### config.mk
export PLATFORM = sky130hd
export DESIGN_NAME = mem_lsu
export DESIGN_NICKNAME = d
export VERILOG_FILES = /design/src/rtl/mem_lsu_pkg.sv /design/src/rtl/mem_lsu_align.sv /design/src/rtl/mem_lsu.sv
export SDC_FILE = /design/constraint.sdc
export NUM_CORES = 1
export LEC_CHECK = 0
export CAP_MARGIN = 20
export CORE_UTILIZATION = 44
export CTS_BUF_LIST = sky130_fd_sc_hd__clkbuf_4 sky130_fd_sc_hd__clkbuf_8 sky130_fd_sc_hd__clkbuf_16
export CTS_CLUSTER_DIAMETER = 120
export DETAILED_ROUTE_END_ITERATION = 10
export PLACE_DENSITY = 0.86
export SETUP_SLACK_MARGIN = 0.15
export SYNTH_ARGS = -nofsm -noshare
export SYNTH_HDL_FRONTEND = slang
export SYNTH_HIERARCHICAL = 1
export SYNTH_SLANG_ARGS = --single-unit
### constraint.sdc
create_clock -name clk_i -period 6.4 [get_ports clk_i]
set_input_delay 1.28 -clock clk_i [delete_from_list [all_inputs] [get_ports clk_i]]
set_output_delay 1.28 -clock clk_i [all_outputs]
set_load 0.02 [all_outputs]
### src/rtl/mem_lsu_pkg.sv
// Shared types for the MEM-stage load/store unit: op codes, access sizes,
// FSM states and small op-decoding helpers.
package mem_lsu_pkg;

  typedef enum logic [3:0] {
    OP_NONE = 4'd0,
    OP_LB   = 4'd1,
    OP_LH   = 4'd2,
    OP_LW   = 4'd3,
    OP_LBU  = 4'd4,
    OP_LHU  = 4'd5,
    OP_SB   = 4'd6,
    OP_SH   = 4'd7,
    OP_SW   = 4'd8
  } mem_op_e;

  typedef enum logic [1:0] {
    SZ_B = 2'd0,
    SZ_H = 2'd1,
    SZ_W = 2'd2
  } mem_size_e;

  typedef enum logic {
    ST_IDLE = 1'b0,
    ST_REQ  = 1'b1
  } lsu_state_e;

  function automatic logic is_load(mem_op_e op);
    return (op == OP_LB) || (op == OP_LH) || (op == OP_LW) ||
           (op == OP_LBU) || (op == OP_LHU);
  endfunction

  function automatic logic is_store(mem_op_e op);
    return (op == OP_SB) || (op == OP_SH) || (op == OP_SW);
  endfunction

  function automatic mem_size_e op_size(mem_op_e op);
    case (op)
      OP_LH, OP_LHU, OP_SH: return SZ_H;
      OP_LW, OP_SW:         return SZ_W;
      default:              return SZ_B;
    endcase
  endfunction

endpackage

### src/rtl/mem_lsu_align.sv
// Combinational lane steering: byte enables, replicated store data,
// load extraction with sign/zero extension and misalignment detection.
module mem_lsu_align
  import mem_lsu_pkg::*;
#(
  parameter int DATA_WIDTH = 32,
  parameter int NUM_LANES  = DATA_WIDTH / 8,
  parameter int LANE_W     = $clog2(NUM_LANES)
) (
  input  mem_op_e                op,
  input  logic [LANE_W-1:0]      lane,
  input  logic [31:0]            mem_data_i,
  input  logic [DATA_WIDTH-1:0]  ram_rdata_i,
  output logic [NUM_LANES-1:0]   be,
  output logic [DATA_WIDTH-1:0]  wdata,
  output logic [31:0]            ld_data,
  output logic                   misaligned
);

  mem_size_e                   size;
  logic [3:0]                  mask4;
  logic [31:0]                 rd_lo;
  logic [NUM_LANES-1:0][7:0]   wdata_lanes;

  assign size = op_size(op);

  // Each byte lane picks the store byte it would hold if the access were
  // repeated across the whole RAM word.
  for (genvar l = 0; l < NUM_LANES; l++) begin : g_lane
    assign wdata_lanes[l] = (size == SZ_B) ? mem_data_i[7:0]           :
                            (size == SZ_H) ? mem_data_i[8*(l%2) +: 8]  :
                                             mem_data_i[8*(l%4) +: 8];
  end
  assign wdata = wdata_lanes;

  always_comb begin
    mask4 = 4'b0001;
    case (size)
      SZ_H:    mask4 = 4'b0011;
      SZ_W:    mask4 = 4'b1111;
      default: mask4 = 4'b0001;
    endcase
  end

  assign be = NUM_LANES'(mask4) << lane;

  assign misaligned = ((size == SZ_H) && lane[0]) ||
                      ((size == SZ_W) && (lane[1:0] != 2'b00));

  assign rd_lo = 32'(ram_rdata_i >> {lane, 3'b000});

  always_comb begin
    ld_data = rd_lo;
    case (op)
      OP_LB:   ld_data = {{24{rd_lo[7]}}, rd_lo[7:0]};
      OP_LBU:  ld_data = {24'b0, rd_lo[7:0]};
      OP_LH:   ld_data = {{16{rd_lo[15]}}, rd_lo[15:0]};
      OP_LHU:  ld_data = {16'b0, rd_lo[15:0]};
      default: ld_data = rd_lo;
    endcase
  end

endmodule

### src/rtl/mem_lsu.sv
// MEM-stage load/store unit: issues one RAM access at a time over a req/ack
// handshake, stalls upstream while it is outstanding, flags misalignment/timeout.
module mem_lsu
  import mem_lsu_pkg::*;
#(
  parameter int ADDR_WIDTH     = 32,
  parameter int DATA_WIDTH     = 32,
  parameter int RADDR_WIDTH    = 5,
  parameter int TIMEOUT_CYCLES = 0
) (
  input  logic                      clk_i,
  input  logic                      rst_n_i,
  input  logic                      valid_i,
  input  logic [RADDR_WIDTH-1:0]    reg_waddr_i,
  input  logic                      reg_we_i,
  input  logic [31:0]               reg_wdata_i,
  input  logic [3:0]                mem_op_i,
  input  logic [ADDR_WIDTH-1:0]     mem_addr_i,
  input  logic [31:0]               mem_data_i,
  output logic                      stall_o,
  output logic                      err_o,
  output logic                      ram_req_o,
  output logic                      ram_we_o,
  output logic [DATA_WIDTH/8-1:0]   ram_be_o,
  output logic [ADDR_WIDTH-1:0]     ram_addr_o,
  output logic [DATA_WIDTH-1:0]     ram_wdata_o,
  input  logic [DATA_WIDTH-1:0]     ram_rdata_i,
  input  logic                      ram_ack_i,
  output logic [RADDR_WIDTH-1:0]    reg_waddr_o,
  output logic                      reg_we_o,
  output logic [31:0]               reg_wdata_o
);

  localparam int NUM_LANES = DATA_WIDTH / 8;
  localparam int LANE_W    = $clog2(NUM_LANES);
  localparam int CNT_W     = $clog2(TIMEOUT_CYCLES + 2);
  localparam int TO_LAST   = (TIMEOUT_CYCLES > 0) ? TIMEOUT_CYCLES - 1 : 0;

  typedef struct packed {
    mem_op_e                 op;
    logic [LANE_W-1:0]       lane;
    logic [RADDR_WIDTH-1:0]  waddr;
  } req_t;

  lsu_state_e               state_q, state_d;
  req_t                     req_q;
  logic [CNT_W-1:0]         cnt_q;
  mem_op_e                  op_in, align_op;
  logic [LANE_W-1:0]        lane_in, align_lane;
  logic [NUM_LANES-1:0]     be;
  logic [DATA_WIDTH-1:0]    wdata;
  logic [31:0]              ld_data;
  logic                     misaligned, is_mem, expire, stall_c;

  assign op_in   = mem_op_e'(mem_op_i);
  assign lane_in = mem_addr_i[LANE_W-1:0];
  assign is_mem  = valid_i && (is_load(op_in) || is_store(op_in));
  assign expire  = (TIMEOUT_CYCLES != 0) && (cnt_q == CNT_W'(TO_LAST));

  // One steering instance: it sees the incoming op while idle (enables,
  // store data, alignment) and the latched op while waiting (load extract).
  assign align_op   = (state_q == ST_REQ) ? req_q.op   : op_in;
  assign align_lane = (state_q == ST_REQ) ? req_q.lane : lane_in;

  mem_lsu_align #(
    .DATA_WIDTH (DATA_WIDTH)
  ) u_align (
    .op          (align_op),
    .lane        (align_lane),
    .mem_data_i  (mem_data_i),
    .ram_rdata_i (ram_rdata_i),
    .be          (be),
    .wdata       (wdata),
    .ld_data     (ld_data),
    .misaligned  (misaligned)
  );

  always_ff @(posedge clk_i or negedge rst_n_i) begin
    if (!rst_n_i) state_q <= ST_IDLE;
    else          state_q <= state_d;
  end

  always_comb begin
    state_d = state_q;
    stall_c = 1'b0;
    case (state_q)
      ST_IDLE: if (is_mem && !misaligned) begin
        state_d = ST_REQ;
        stall_c = 1'b1;
      end
      ST_REQ: begin
        stall_c = !ram_ack_i;
        if (ram_ack_i || expire) state_d = ST_IDLE;
      end
      default: state_d = ST_IDLE;
    endcase
  end

  // Gated so that every output reads 0 while reset is held.
  assign stall_o   = stall_c && rst_n_i;
  assign ram_req_o = (state_q == ST_REQ);

  always_ff @(posedge clk_i or negedge rst_n_i) begin
    if (!rst_n_i) begin
      req_q       <= '0;
      cnt_q       <= '0;
      err_o       <= 1'b0;
      ram_we_o    <= 1'b0;
      ram_be_o    <= '0;
      ram_addr_o  <= '0;
      ram_wdata_o <= '0;
      reg_waddr_o <= '0;
      reg_we_o    <= 1'b0;
      reg_wdata_o <= '0;
    end else begin
      err_o    <= 1'b0;
      reg_we_o <= 1'b0;
      case (state_q)
        ST_IDLE: begin
          reg_waddr_o <= reg_waddr_i;
          reg_wdata_o <= reg_wdata_i;
          if (!is_mem) begin
            reg_we_o <= reg_we_i && valid_i;
          end else if (misaligned) begin
            err_o <= 1'b1;
          end else begin
            req_q       <= '{op: op_in, lane: lane_in, waddr: reg_waddr_i};
            cnt_q       <= '0;
            ram_we_o    <= is_store(op_in);
            ram_be_o    <= be;
            ram_addr_o  <= {mem_addr_i[ADDR_WIDTH-1:LANE_W], {LANE_W{1'b0}}};
            ram_wdata_o <= wdata;
          end
        end
        ST_REQ: begin
          if (ram_ack_i) begin
            reg_waddr_o <= req_q.waddr;
            reg_we_o    <= is_load(req_q.op);
            if (is_load(req_q.op)) reg_wdata_o <= ld_data;
          end else if (expire) begin
            err_o <= 1'b1;
          end else begin
            cnt_q <= cnt_q + 1'b1;
          end
        end
        default: ;
      endcase
    end
  end

endmodule
* Word-level counts from Yosys, hierarchy flattened *
Index checks and enable logic that the tools add are counted.

cells by class
  shift-type cells = 2
  equal/unequal tests = 24
  bitwise operators = 2
  reduce and logical (&&, ||, !) cells = 26
  multiplexer cells = 25

operators by type and width
  kind                number
  $pmux 32 s4         1
  $mux 32             2
  $pmux 32 s2         1
  $mux 8              5
  $eq 4x3->1 const B  9
  $shr 32x5->32       1
  $eq 4x2->1 const B  6
  $eq 4x1->1 const B  3
  $logic_or 1x1->1    12
  $pmux 5 s2          1
  $eq 4x4->1 const B  2
  $pmux 1 s2          4
  $pmux 4 s2          1
  $logic_and 1x1->1   6
  $mux 1              6
  $mux 5              1
  $mux 4              1
  $pmux 2 s2          1
  $shl 4x2->4         1
  $reduce_and 3->1    1
  $reduce_or 3->1     1
  $eq 2x1->1 const B  1
  $eq 2x2->1 const B  1
  $logic_not 1->1     2
  8 further kinds     9

word-level totals
  logic and storage cells = 91
  register bits = 118
  output and inout port bits = 110
  bits of input ports = 142

* Logic depth before layout (Yosys ltp) *
  depth after elaboration = 12
  depth in mapped cells = 17
  mapped depth without buffers = 10

* Modules after synthesis *
The synthesis kept the hierarchy.

modules (own cells, without submodules)
  module         cells an instance  area each (um^2)  instances  seq. area each (um^2)
  mem_lsu        326                4848.4            1          2952.8
  mem_lsu_align  190                1386.3            1          0.0

* Least setup slack after synthesis *
No wires, ideal clock.

  kind = input port to output port
  start point = input mem_op_i[2]
  end point = output stall_o
  path buffers = 5
  arrival = 4.574 ns
  path slack = 0.546 ns
  cell stages on the path = 15
  data required time = 5.120 ns
  cells stage by stage = mux2_2 buf_6 or4b_4 clkbuf_1 nand2_1 inv_1 ha_1 buf_1 nand3b_1 a22o_1 nor3b_1 nand3_2 buf_6 buf_6 a21boi_1

on the way
  cells in the longest elaborated chain, start to end = 12
  elaborated cells between the ends (all ways) = 35
  classes of those cells = eq/ne: 15; mux: 4; reduce/logical: 16

ends and longest elaborated chain
  item                                                       line                                      text
  start: declaration                                         mem_lsu.sv:17                             input logic [3:0] mem_op_i,
  $mux 4 *                                                   mem_lsu.sv:62                             assign align_op = (state_q == ST_REQ) ? req_q.op : op_in;
  $eq 4x3->1 (tied with other cells)                         mem_lsu_pkg.sv:38                         case (op)
  $reduce_or 3->1 / $reduce_or 2->1 (equally long branches)  mem_lsu_pkg.sv:38
  $pmux 2 s2 *                                               mem_lsu_pkg.sv:38
  $eq 2x1->1 / $eq 2x2->1 (equally long branches)            -
  $logic_and 1x1->1 (on tied branches)                       mem_lsu_align.sv:47, mem_lsu_align.sv:48
  $logic_or 1x1->1 *                                         mem_lsu_align.sv:47                       assign misaligned = ((size == SZ_H) && lane[0]) ||
  net misaligned                                             mem_lsu.sv:53                             logic misaligned, is_mem, expire, stall_c;
  $logic_not 1->1 *                                          mem_lsu.sv:87                             ST_IDLE: if (is_mem && !misaligned) begin
  $logic_and 1x1->1 *                                        mem_lsu.sv:87
  $mux 1 *                                                   mem_lsu.sv:87
  $pmux 1 s2 *                                               mem_lsu.sv:86                             case (state_q)
  $logic_and 1x1->1 *                                        mem_lsu.sv:100                            assign stall_o = stall_c && rst_n_i;
  end: declaration                                           mem_lsu.sv:20                             output logic stall_o,

The timed path passes the listed nets; every way through them passes the cells marked *.

* Final worst setup path *
  start point = input mem_op_i[2]
  end point = output stall_o

on the way
  cells in the longest elaborated chain, start to end = 12
  elaborated cells between the ends (all ways) = 35
  classes of those cells = eq/ne: 15; mux: 4; reduce/logical: 16

ends and longest elaborated chain
  item                                                       line                                      text
  $mux 4 *                                                   mem_lsu.sv:62
  net align_op[2]                                            mem_lsu.sv:48                             mem_op_e op_in, align_op;
  $eq 4x3->1 (tied with other cells)                         mem_lsu_pkg.sv:38
  $reduce_or 3->1 / $reduce_or 2->1 (equally long branches)  mem_lsu_pkg.sv:38
  $pmux 2 s2 *                                               mem_lsu_pkg.sv:38
  $eq 2x1->1 / $eq 2x2->1 (equally long branches)            -
  $logic_and 1x1->1 (on tied branches)                       mem_lsu_align.sv:47, mem_lsu_align.sv:48
  $logic_or 1x1->1 *                                         mem_lsu_align.sv:47
  net misaligned                                             mem_lsu.sv:53
  $logic_not 1->1 *                                          mem_lsu.sv:87
  $logic_and 1x1->1 *                                        mem_lsu.sv:87
  $mux 1 *                                                   mem_lsu.sv:87
  $pmux 1 s2 *                                               mem_lsu.sv:86
  $logic_and 1x1->1 *                                        mem_lsu.sv:100

Marks and branches as above.

==> flow_metrics.py <==
metrics = {
    "pwr": {
        "leakage_uw": 0.00383,
        "power_density_mw_per_mm2": 475,
        "p_sw_share_pct": 37.5,
        "seq_power_share_pct": 29.5,
        "p_sw_uw": 1660,
        "p_comb_share_pct": 49.5,
        "ir_drop_v": 0.000306,
        "clockPowerShare_pct": 21.0,
        "p_int_uw": 2770,
    },
    "worst_setup_path": {
        "path_max_fanout": 12,
        "required_ps": 5120,
        "criticalPathCategory": "in2out",
        "crit_buf_inv": 3,
        "crit_chain": "clkdlybuf4s50_1 > mux2_2 > or4b_4 > nand2_1 > inv_1 > ha_1 > nand3b_1 > a22o_1 > nor3b_2 > nand3_4 > a21boi_1 > dlymetal6s2s_1",
        "cp-endpoint": "stall_o",
        "r2r_cells": 11,
        "r2r_slack_ps": 2340,
        "critPathSlowestCell": "or4b_4",
        "cp-end-kind": "primary output",
        "timing.rr.start": "ram_req_o$_DFF_PN0_",
        "r2r-end": "ram_wdata_o[11]$_DFFE_PN0P_",
        "path_depth": 12,
        "worstSetupStartpoint": "mem_op_i[2]",
        "worstSetupStartpointType": "input pin",
        "path_delay_family": "simple AND/OR/NAND/NOR gates",
        "critPathArrivalTime_ps": 4410,
        "cpPeakStageDelay_ps": 670,
    },
    "logic_synthesis": {
        "synth.area.top_cells": "dfrtp_1 47%, mux2_1 14%, mux2_2 5.1%",
        "synth_xor_area_share_pct": 0.140,
        "synth_top_cell_area_share_pct": 47.4,
        "synth-simple-area-share_pct": 8.49,
        "synth-seq-area-share_pct": 47.4,
        "synth_top_family_by_area": "multiplexers",
        "synthFlopType": "dfrtp_1",
        "avgSynthCellArea_um2": 12.1,
        "synth_compound_area_share_pct": 13.7,
        "yosys.area.top_type": "dfrtp_1",
        "async_flop_share_pct": 100,
        "ys_warn_count": 6,
        "syn_area_mm2": 0.00623,
        "synth-seq-cells": 118,
        "muxShareOfSynthArea_pct": 24.6,
        "ys_types": 57,
        "synth_fa_ha_area_share_pct": 0.401,
        "synthesis.instances": 516,
        "synth-edff-count": 0,
    },
    "sta": {
        "slew_headroom_pct": 31.8,
        "fin_worst_skew_ps": 7.71,
        "fin_tns_setup_ps": 0,
        "slew_violations": 0,
        "setup_viol": 0,
        "grt_setup_unrepaired": "false",
        "max_freq_mhz": 176,
        "layout_min_cycle_time_ps": 5690,
        "finalHoldViolCount": 0,
        "post-route-period-util_pct": 89.0,
        "tightest_slew_ps": 1020,
    },
    "layout": {
        "multi_input_area_mm2": 0.00297,
        "final_common_cell": "clkdlybuf4s50_1",
        "drive_above_1_share_pct": 11.5,
        "final_cells": 934,
        "area_delta_synth_final_pct": 49.5,
        "fillers": 1018,
        "final_cell_area_mm2": 0.00932,
        "fin_nets": 885,
        "final_cell_mix": "247 x clkdlybuf4s50_1, 117 x dfrtp_1, 76 x mux2_1, 35 x nor2b_1, 28 x mux2_2",
        "n_antenna_cell": 0,
        "regArea_mm2": 0.00295,
    },
    "clock_tree": {
        "cts-buffers-inserted": 17,
        "clk_path_buf_depth": 2,
        "root_buffer": "clkbuf_16",
        "clk-insertion-delay-late_ps": 410,
        "cts-htree-levels": 4,
        "cts_tree": "yes",
        "post_cts_buffers": 0,
        "cts.sinks": 118,
        "path_clk_slew_ps": 50,
    },
    "global_routing": {
        "track_usage_pct": 24.8,
        "grt_pass1_wl_um": 27800,
        "grt_max_degree": 79,
        "grt_overflow": 0,
        "antenna_found_initial": 0,
        "grt_pass1_vias": 5257,
    },
    "placed_design": {
        "port_buffers": 249,
        "dpl.cell_count": 902,
        "routabilityCongestion": 0.929,
        "placed_cell_area_mm2": 0.00873,
        "hpwl_um": 13000,
    },
    "detailed_routing": {
        "drt_pass1_iterations": 5,
        "drt_wl_total_um": 17700,
        "drc": 0,
        "drt_iter0_markers": 408,
        "ant_nets": 0,
        "routed_via_density": 5.57,
        "wl_per_cell_um": 19.0,
        "vias": 5203,
    },
    "die": {
        "io_pins": 252,
        "rows": 43,
        "die_w_um": 121,
        "die_h_um": 121,
        "coreArea_mm2": 0.0138,
        "start_util_pct": 45.1,
        "dieArea_mm2": 0.0146,
    },
    "min_path": {
        "min_path_type": "reg2reg",
    },
    "status": {
        "outcome": "complete, no violations",
    },
    "run": {
        "cap_violations": 0,
    },
}
flip-flops by register name, summed over array words and instances, names as in the netlist, 4 cells and up:
name and flops:
ram_addr_o 30, ram_wdata_o 32, ram_be_o 4, req_q 11
reg_wdata_o 32, reg_waddr_o 5
logic make-up after synthesis:
group                      Yosys count
DFF                                118
xor gates and xnor gates             1
buffers and inverters               61
muxes                              135
and+or+nand+nor                     85
adders and majority gates            2
other                                1
AOI/OAI and AO/OA                  113
how the worst min path moves through the flow:
stage	from	endpoint	slack [ps]	depth (start not counted)
floorplan	req_q[5]$_DFFE_PN0P_	req_q[5]$_DFFE_PN0P_	460	1
global placement	req_q[6]$_DFFE_PN0P_	req_q[6]$_DFFE_PN0P_	470	1
detailed placement	req_q[5]$_DFFE_PN0P_	req_q[5]$_DFFE_PN0P_	480	1
CTS	req_q[5]$_DFFE_PN0P_	req_q[5]$_DFFE_PN0P_	490	1
global route	ram_wdata_o[6]$_DFFE_PN0P_	ram_wdata_o[6]$_DFFE_PN0P_	500	1
finish	ram_wdata_o[6]$_DFFE_PN0P_	ram_wdata_o[6]$_DFFE_PN0P_	490	1
cell type report:
cell class	instances	share of cell area, %
Multi-Input combinational cell	338	31.9
Sequential cell	118	31.7
Timing Repair Buffer	256	27.3
Clock buffer	20	4.94
Tap cell	180	2.42
Clock inverter	12	1.37
Inverter	10	0.403
power groups by stage:
stage	registers (µW)	logic (µW)	clock network, µW
global route	1350	2330	987
global placement	1290	2140	0
CTS	1310	2200	946
finish	1300	2190	931
floorplan	1660	878	0
detailed placement	1310	2190	0
metal layers:
layer	share of wire, %	vias up	track usage (%)
met5	0	-	0
li1	-	2383	-
met4	1.9	0	9.49
met1	41	2560	30.8
met2	51	234	41.8
met3	6.8	26	5.55
stage by stage:
| step | setup WS (ps) | total power, µW | utilization [%] | hold slack (ps) |
|---|---|---|---|---|
| 3_3_place_gp | 334 | 3440 | 63.1 | 467 |
| 2_1_floorplan | 546 | 2530 | - | 459 |
| 6_report | 705 | 4430 | 67.4 | 486 |
| 3_5_place_dp | 233 | 3500 | 63.1 | 479 |
| 5_1_grt | 531 | 4670 | 67.4 | 499 |
| 4_1_cts | 216 | 4450 | 67.4 | 491 |
cell usage after synthesis (all sizes together), types with 2 or more instances:
cell type and count:
a221o 25, nand3b 2, o221ai 9, nand4 8, o21ai 24, clkbuf 15, ha 2, mux2i 22
buf 36, inv 9, nor2 11, nor2b 35, nor4b 2, o2111ai 8, nand2b 2, nand2 11
o211ai 9, a211oi 7, a21oi 16, mux2 112, dfrtp 118, a22oi 6, or4b 3
repair_timing:
| action | in CTS | in global routing |
|---|---|---|
| hold buffers | 0 | 0 |
| endpoints found under the setup margin | 0 | 1 |
| gates resized for setup | 0 | 2 |
No activity file was read; power rests on OpenSTA's default activity.
